--- config.mk ---
export PLATFORM = sky130hd
export DESIGN_NAME = serial_demux_1to8
export DESIGN_NICKNAME = d
export VERILOG_FILES = /design/src/rtl/serial_link_pkg.sv /design/src/rtl/serial_demux_1to8_decoder.sv /design/src/rtl/serial_demux_1to8.sv
export SDC_FILE = /design/constraint.sdc
export NUM_CORES = 1
export LEC_CHECK = 0
export ABC_AREA = 1
export CORE_UTILIZATION = 30
export DETAILED_ROUTE_END_ITERATION = 16
export SYNTH_ARGS = -nofsm -noshare
export SYNTH_HDL_FRONTEND = slang
export SYNTH_SLANG_ARGS = --single-unit
export TNS_END_PERCENT = 5
--- constraint.sdc ---
create_clock -name clk -period 1.7 [get_ports clk]
set_input_delay 0.17 -clock clk [delete_from_list [all_inputs] [get_ports clk]]
set_output_delay 0.17 -clock clk [all_outputs]
set_load 0.02 [all_outputs]
--- src/rtl/serial_link_pkg.sv ---
// Shared definitions for the serialised link (transmit-side select counter
// and receive-side demultiplexer).
//   LINK_WIDTH  : default bits per word
//   LINK_SEL_W  : select/index width for LINK_WIDTH
//   asm_state_e : receive assembly FSM state
package serial_link_pkg;

  localparam int unsigned LINK_WIDTH = 8;
  localparam int unsigned LINK_SEL_W = $clog2(LINK_WIDTH);

  typedef enum logic {
    IDLE     = 1'b0,
    ASSEMBLE = 1'b1
  } asm_state_e;

endpackage

--- src/rtl/serial_demux_1to8_decoder.sv ---
// decoder_sel_onehot: binary select to one-hot write enable, the inverse of
// the transmit mux select. Purely combinational.
//   sel    in  SEL_W  slot index
//   en     in  1      qualifies the decode (all zeros when low)
//   onehot out WIDTH  one-hot enable, bit sel set when en
module decoder_sel_onehot #(
  parameter int unsigned WIDTH = 8,
  parameter int unsigned SEL_W = $clog2(WIDTH)
) (
  input  logic [SEL_W-1:0] sel,
  input  logic             en,
  output logic [WIDTH-1:0] onehot
);

  always_comb begin
    onehot = '0;
    for (int unsigned i = 0; i < WIDTH; i++) begin
      if (en && (sel == SEL_W'(i))) begin
        onehot[i] = 1'b1;
      end
    end
  end

endmodule

--- src/rtl/serial_demux_1to8.sv ---
// serial_demux_1to8: receive-side 1:WIDTH serial demultiplexer. Each valid
// beat writes din into the assembly register slot addressed by the bit index;
// completed words are moved into a valid/ready holding register.
//   clk, rst_n  clock, asynchronous active-low reset
//   din         serial data bit
//   din_valid   din is a valid beat
//   sof         start of frame: realign index to 0, discard partial word
//   sel         index the next valid beat will be written to
//   dout        completed word (holding register)
//   dout_valid  dout holds an unconsumed word
//   dout_ready  consumer accepts dout when dout_valid & dout_ready
//   overrun     one-cycle pulse: completed word dropped, holding register full
module serial_demux_1to8
  import serial_link_pkg::*;
#(
  parameter int unsigned WIDTH     = LINK_WIDTH,
  parameter bit          MSB_FIRST = 1'b0,
  localparam int unsigned SEL_BITS = $clog2(WIDTH)
) (
  input  logic                clk,
  input  logic                rst_n,
  input  logic                din,
  input  logic                din_valid,
  input  logic                sof,
  output logic [SEL_BITS-1:0] sel,
  output logic [WIDTH-1:0]    dout,
  output logic                dout_valid,
  input  logic                dout_ready,
  output logic                overrun
);

  asm_state_e          state_q, state_d;
  logic [SEL_BITS-1:0] sel_q, sel_d;
  logic [WIDTH-1:0]    asm_q, asm_d;
  logic [WIDTH-1:0]    dout_q, dout_d;
  logic                dout_valid_q, dout_valid_d;
  logic                overrun_q, overrun_d;

  logic [SEL_BITS-1:0] wr_sel;
  logic [SEL_BITS-1:0] slot_idx;
  logic [WIDTH-1:0]    we;
  logic [WIDTH-1:0]    asm_base;
  logic [WIDTH-1:0]    word;
  logic                complete;
  logic                accept;

  // A sof beat is written as if it were index 0 of a fresh word.
  assign wr_sel   = sof ? '0 : sel_q;
  assign slot_idx = MSB_FIRST ? (SEL_BITS'(WIDTH - 1) - wr_sel) : wr_sel;

  decoder_sel_onehot #(
    .WIDTH (WIDTH),
    .SEL_W (SEL_BITS)
  ) u_decoder (
    .sel    (slot_idx),
    .en     (din_valid),
    .onehot (we)
  );

  // Start from a clean register on sof or when no partial word is held, so
  // earlier frames can never leak into the new word.
  assign asm_base = (sof || (state_q == IDLE)) ? '0 : asm_q;
  assign word     = (asm_base & ~we) | (we & {WIDTH{din}});
  assign complete = din_valid && !sof && (sel_q == SEL_BITS'(WIDTH - 1));
  assign accept   = complete && (!dout_valid_q || dout_ready);

  always_comb begin
    state_d = state_q;
    sel_d   = sel_q;
    asm_d   = asm_q;
    if (sof && din_valid) begin
      sel_d   = SEL_BITS'(1);
      asm_d   = word;
      state_d = ASSEMBLE;
    end else if (sof) begin
      sel_d   = '0;
      asm_d   = '0;
      state_d = IDLE;
    end else if (din_valid) begin
      if (complete) begin
        sel_d   = '0;
        asm_d   = '0;
        state_d = IDLE;
      end else begin
        sel_d   = sel_q + SEL_BITS'(1);
        asm_d   = word;
        state_d = ASSEMBLE;
      end
    end
  end

  always_comb begin
    dout_d       = dout_q;
    dout_valid_d = dout_valid_q;
    overrun_d    = 1'b0;
    if (accept) begin
      dout_d       = word;
      dout_valid_d = 1'b1;
    end else if (complete) begin
      overrun_d    = 1'b1;
    end else if (dout_valid_q && dout_ready) begin
      dout_valid_d = 1'b0;
    end
  end

  always_ff @(posedge clk or negedge rst_n) begin
    if (!rst_n) begin
      state_q      <= IDLE;
      sel_q        <= '0;
      asm_q        <= '0;
      dout_q       <= '0;
      dout_valid_q <= 1'b0;
      overrun_q    <= 1'b0;
    end else begin
      state_q      <= state_d;
      sel_q        <= sel_d;
      asm_q        <= asm_d;
      dout_q       <= dout_d;
      dout_valid_q <= dout_valid_d;
      overrun_q    <= overrun_d;
    end
  end

  assign sel        = sel_q;
  assign dout       = dout_q;
  assign dout_valid = dout_valid_q;
  assign overrun    = overrun_q;

endmodule

; ---- After elaboration in Yosys (flattened, before gate mapping)
; Cells that the tools add are included.
[totals]
ff_bits = 22
inputBits = 6
out_inout_bits = 13
word_cells = 69
[classes]
addsub = 1
n_eq_ne = 9
mux = 27
n_bitwise = 5
reduce_logical = 21
[ops]
columns = operator, n
row1 = $mux 8, 5
row2 = $mux 1, 17
row3 = $and 8x8->8, 2
row4 = $eq 3x3->1 const B, 5
row5 = $mux 3, 5
row6 = $logic_and 1x1->1, 13
row7 = $not 8->8, 1
row8 = $or 8x8->8, 1
row9 = $eq 3x2->1 const B, 2
row10 = $add 3x1->3 const B, 1
row11 = $eq 3x1->1 const B, 1
row12 = $logic_not 3->1, 1
row13 = $reduce_bool 3->1, 1
row14 = $logic_not 1->1, 2
row15 = $logic_or 1x1->1, 2
row16 = $ne 2x1->1 const B, 1
row17 = $reduce_and 2->1, 1
row18 = $reduce_bool 2->1, 1
row19 = $not 1->1, 1

; ---- Longest topological paths before layout
[depth]
depth_word = 11
mapped_depth = 8
mapped_depth_nobuf = 7

; ---- Hierarchy
; From an unflattened synthesis, not the netlist that was laid out.
[hier_totals]
hier_cells = 162
area_unflattened_um2 = 1183.6
[by_module_without_submodules]
columns = module, instances, cells_per_inst, area_per_inst_um2, seq_area_each_um2
row1 = serial_demux_1to8, 1, 145, 1119.8, 550.5
row2 = decoder_sel_onehot, 1, 17, 63.8, 0.0

; ---- Worst setup path after synthesis
; OpenSTA, ideal clock, no wires.
[synth_path]
path_type = register to register
start = reg sel_q[1] (netlist: sel[1])
end = reg dout_q[0] (netlist: dout[0])
setup_ns = 0.118
arrival_time_ns = 1.468
required_ns = 1.582
slack_ns = 0.114
path_stages_with_launch = 8
path_buffers = 0
period_less_slack_ns = 1.586
cell_sequence = dfrtp_1 ha_1 ha_1 nand3_2 nor2_4 inv_2 nand2_1 nand2_1
[synth_via]
elab_chain_len = 7
word_cells_on_any_way = 11
cone_classes = eq/ne (1) / mux (2) / bitwise (4) / reduce/logical (4)
[synth_lines]
columns = item, line_no
row1 = from (decl), serial_demux_1to8.sv:33  ; logic [SEL_BITS-1:0] sel_q, sel_d;
row2 = from (signal assigned), serial_demux_1to8.sv:116  ; sel_q <= sel_d;
row3 = $mux 3, serial_demux_1to8.sv:48  ; assign wr_sel = sof ? '0 : sel_q;
row4 = $logic_not 3->1, serial_demux_1to8_decoder.sv:18  ; if (en && (sel == SEL_W'(i))) begin
row5 = $logic_and 1x1->1, serial_demux_1to8_decoder.sv:18
row6 = $mux 1, serial_demux_1to8_decoder.sv:18
row7 = $not 8->8, serial_demux_1to8.sv:63  ; assign word = (asm_base & ~we) | (we & {WIDTH{din}});
row8 = $and 8x8->8, serial_demux_1to8.sv:63
row9 = $or 8x8->8, serial_demux_1to8.sv:63
row10 = to (signal assigned), serial_demux_1to8.sv:118  ; dout_q <= dout_d;
row11 = to (decl), serial_demux_1to8.sv:35  ; logic [WIDTH-1:0] dout_q, dout_d;
; Parallel ways exist; a longest one is shown, timed or not.
; A chain may end at the register's enable or synchronous reset.

; ---- Worst setup path in the final report
[layout_path]
start = reg sel_q[1] (netlist: sel[1])
end = out sel[1]
[layout_lines]
columns = item, line_no
row1 = to (decl), serial_demux_1to8.sv:25  ; output logic [SEL_BITS-1:0] sel,
; No word-level cell between the ends.

==> results.cfg <==
[sta]
fin_skew_ns = 0.00472
period_minus_slack_ns = 1.55
rsz0062_at_grt = false
max_slew_margin_pct = 72.6
hold_violations = 0
period_share_pct = 91.3
setup_viol = 0
slew_violations = 0
fin_setup_tns_ns = 0
fmax_mhz = 644
tightest_slew_ns = 0.410

[grt]
grt-ovfl-total = 0
track_usage_pct = 14.1
grt_pass1_vias = 1005
grt_pass1_wl_mm = 4.45
antenna_found_initial = 0
grt_max_degree = 23

[floorplanning]
dieWidth_um = 63.5
die_h_um = 63.5
pin_count = 19
die-area_um2 = 4030
coreArea_um2 = 3470
floorplan.initialDensity_pct = 32.7
rows = 21

[pwr]
ir_drop_mv = 0.370
power_density_nw_per_um2 = 797
design_power_total_mw = 1.17
leakagePower_nw = 0.719

[drt]
wirelength_mm = 2.48
wl_per_cell_um = 11.6
antenna_left = 0
wl_met1_mm = 1.14
dr.max_layer_used = met4
via_count = 1001
wl_met3_um = 109
firstDrtPassIters = 4
dr_wl_met2_mm = 1.20
vias_per_cell = 4.68
drtIter0Drc = 42
drc = 0

[layout]
fillers = 363
fin_nets = 177
seq_area_um2 = 551
antenna_cells = 0
syn_to_final_growth_pct = 29.8
design_area_um2 = 1470
multi_input_comb_area_um2 = 528
drive_gt1_share_pct = 15.5

[critical_path]
crit_type = flip-flop to primary output
crit_path_max_fanout = 6
start_kind = flip-flop
critPathCaptureType = primary output
reg2reg_depth = 7
rr_endpoint = dout[1]$_DFFE_PN0P_
worst_path_largest_cell_delay_ns = 0.60
crit_buf_inv = 2
crit_cells = 2
path_cells = buf_4 > clkdlybuf4s50_1
required_ns = 1.53
crit_family = buffers and inverters
reg2reg_from = sel[0]$_DFFE_PN0P_
slowest_stage = clkdlybuf4s50_1
crit_arrival_ns = 1.38
r2r_setup_slack_ns = 0.18

[cts]
clock_sinks = 22
ctsResizeCount = 0
cts_hold_buf = 0
cts_tree = built
cts_root_buffer = clkbuf_8
postCtsSetupBuffers = 0
insertion_delay_ns = 0.26
cts_buffer_depth = 2
cts_buffers = 3
cts.reportedPaths.clkPinSlew_ns = 0.08
cts.htree.levels = 1

[placement]
dpl_cell_area_um2 = 1400
io_buffers = 18
gp_congestion = 0.869
dp_hpwl_mm = 1.87

[logic_synthesis]
synth_seq_cells = 22
ys_seq_area_share_pct = 48.6
syn_nets = 150
synthCells = 142
ys_warn_count = 0
synth.distinct_cells = 18
avgSynthCellArea_um2 = 7.98
syn_area_um2 = 1130

[outcome]
status = finished, final reports clean

[min_path]
hp-class = input pin to asynchronous set/reset pin

[job]
maxCapViolCount = 0
[logic make-up (layout without fill, tap and decap cells)]
family / count (synthesis) / after routing / share of synthesized area, %
DFF: 22 / 22 / 48.6
buffers and inverters: 12 / 38 / 4.86
adders and majority gates: 2 / 2 / 2.21
and+or+nand+nor: 98 / 98 / 38.6
AOI/OAI and AO/OA: 8 / 8 / 5.74
[where the power goes]
part	switching (mW)	internal, mW	total [mW]	leakage (nW)
clock	0.171	0.314	0.485	0.0357
sequential	0.00671	0.536	0.543	0.300
combinational	0.0899	0.0551	0.145	0.383
[registers in the layout, indices dropped and copies added, names as in the netlist]
| register | count |
|---|---|
| dout_valid | 1 |
| dout | 8 |
| sel | 3 |
| overrun | 1 |
| asm_q | 8 |
| state_q | 1 |
[layer usage]
metal  track usage, %  up-vias
met1             16.7      465
met5                0        -
met4             5.97        0
li1                 -      508
met3             2.17        2
met2             25.1       26
[metrics by stage]
stage	utilization, %	hold WS, ns	setup WS, ns	std cells
2_1_floorplan	-	-0.126	0.114	142
3_3_place_gp	40.4	0.463	0.107	210
3_5_place_dp	40.4	0.467	0.0602	210
4_1_cts	42.4	0.264	0.141	214
5_1_grt	42.4	0.273	0.00898	214
6_report	42.4	0.247	0.148	214
[cell usage after synthesis]
cell type  instances  area share (%)
nand3_1           25              11
buf_2              1            0.44
nor2_4             2             2.0
nand2_1           58              19
nand4_1            2             1.1
inv_2              5             1.7
dfrtp_1           22              49
nor2_1             5             1.7
nand3_2            1            0.88
nor2_2             3             1.7
inv_1              4             1.3
ha_1               2             2.2
o21a_1             1            0.66
nand2_2            2             1.1
buf_6              1            0.99
a21oi_4            2             2.9
o21ai_1            5             2.2
clkinv_2           1            0.44
[layout make-up]
class / count / share of cell area [%]
sequential: 22 / 37.4
multi-input combinational: 108 / 35.9
timing repair buffer: 24 / 15.3
tap: 46 / 3.91
clock buffer: 3 / 2.81
inverter: 10 / 2.64
clock inverter: 1 / 2.04
[worst max path at each step]
stage	startpoint	end	slack, ns
global route	sel[0]$_DFFE_PN0P_	dout[1]$_DFFE_PN0P_	0.009
global placement	sof	dout[4]$_DFFE_PN0P_	0.11
finish	sel[1]$_DFFE_PN0P_	sel[1]	0.15
CTS	sel[1]$_DFFE_PN0P_	sel[1]	0.14
detailed placement	sof	dout[4]$_DFFE_PN0P_	0.06
floorplan	sel[1]$_DFFE_PN0P_	dout[0]$_DFFE_PN0P_	0.11
[layout by cell type, fill, tap and decap left out]
cell / Yosys / routed
clkbuf_8: 0 / 3
ha_1: 2 / 2
buf_4: 0 / 6
o21ai_1: 5 / 5
inv_2: 5 / 5
dfrtp_1: 22 / 22
nand3_1: 25 / 25
nand3_2: 1 / 1
nand2_1: 58 / 58
nand4_1: 2 / 2
nor2_2: 3 / 3
inv_1: 4 / 4
nor2_4: 2 / 2
nor2_1: 5 / 5
nand2_2: 2 / 2
a21oi_4: 2 / 2
o21a_1: 1 / 1
clkdlybuf4s50_1: 0 / 18
clkinv_2: 1 / 1
bufinv_16: 0 / 1
(Power assumes the default switching activity.)
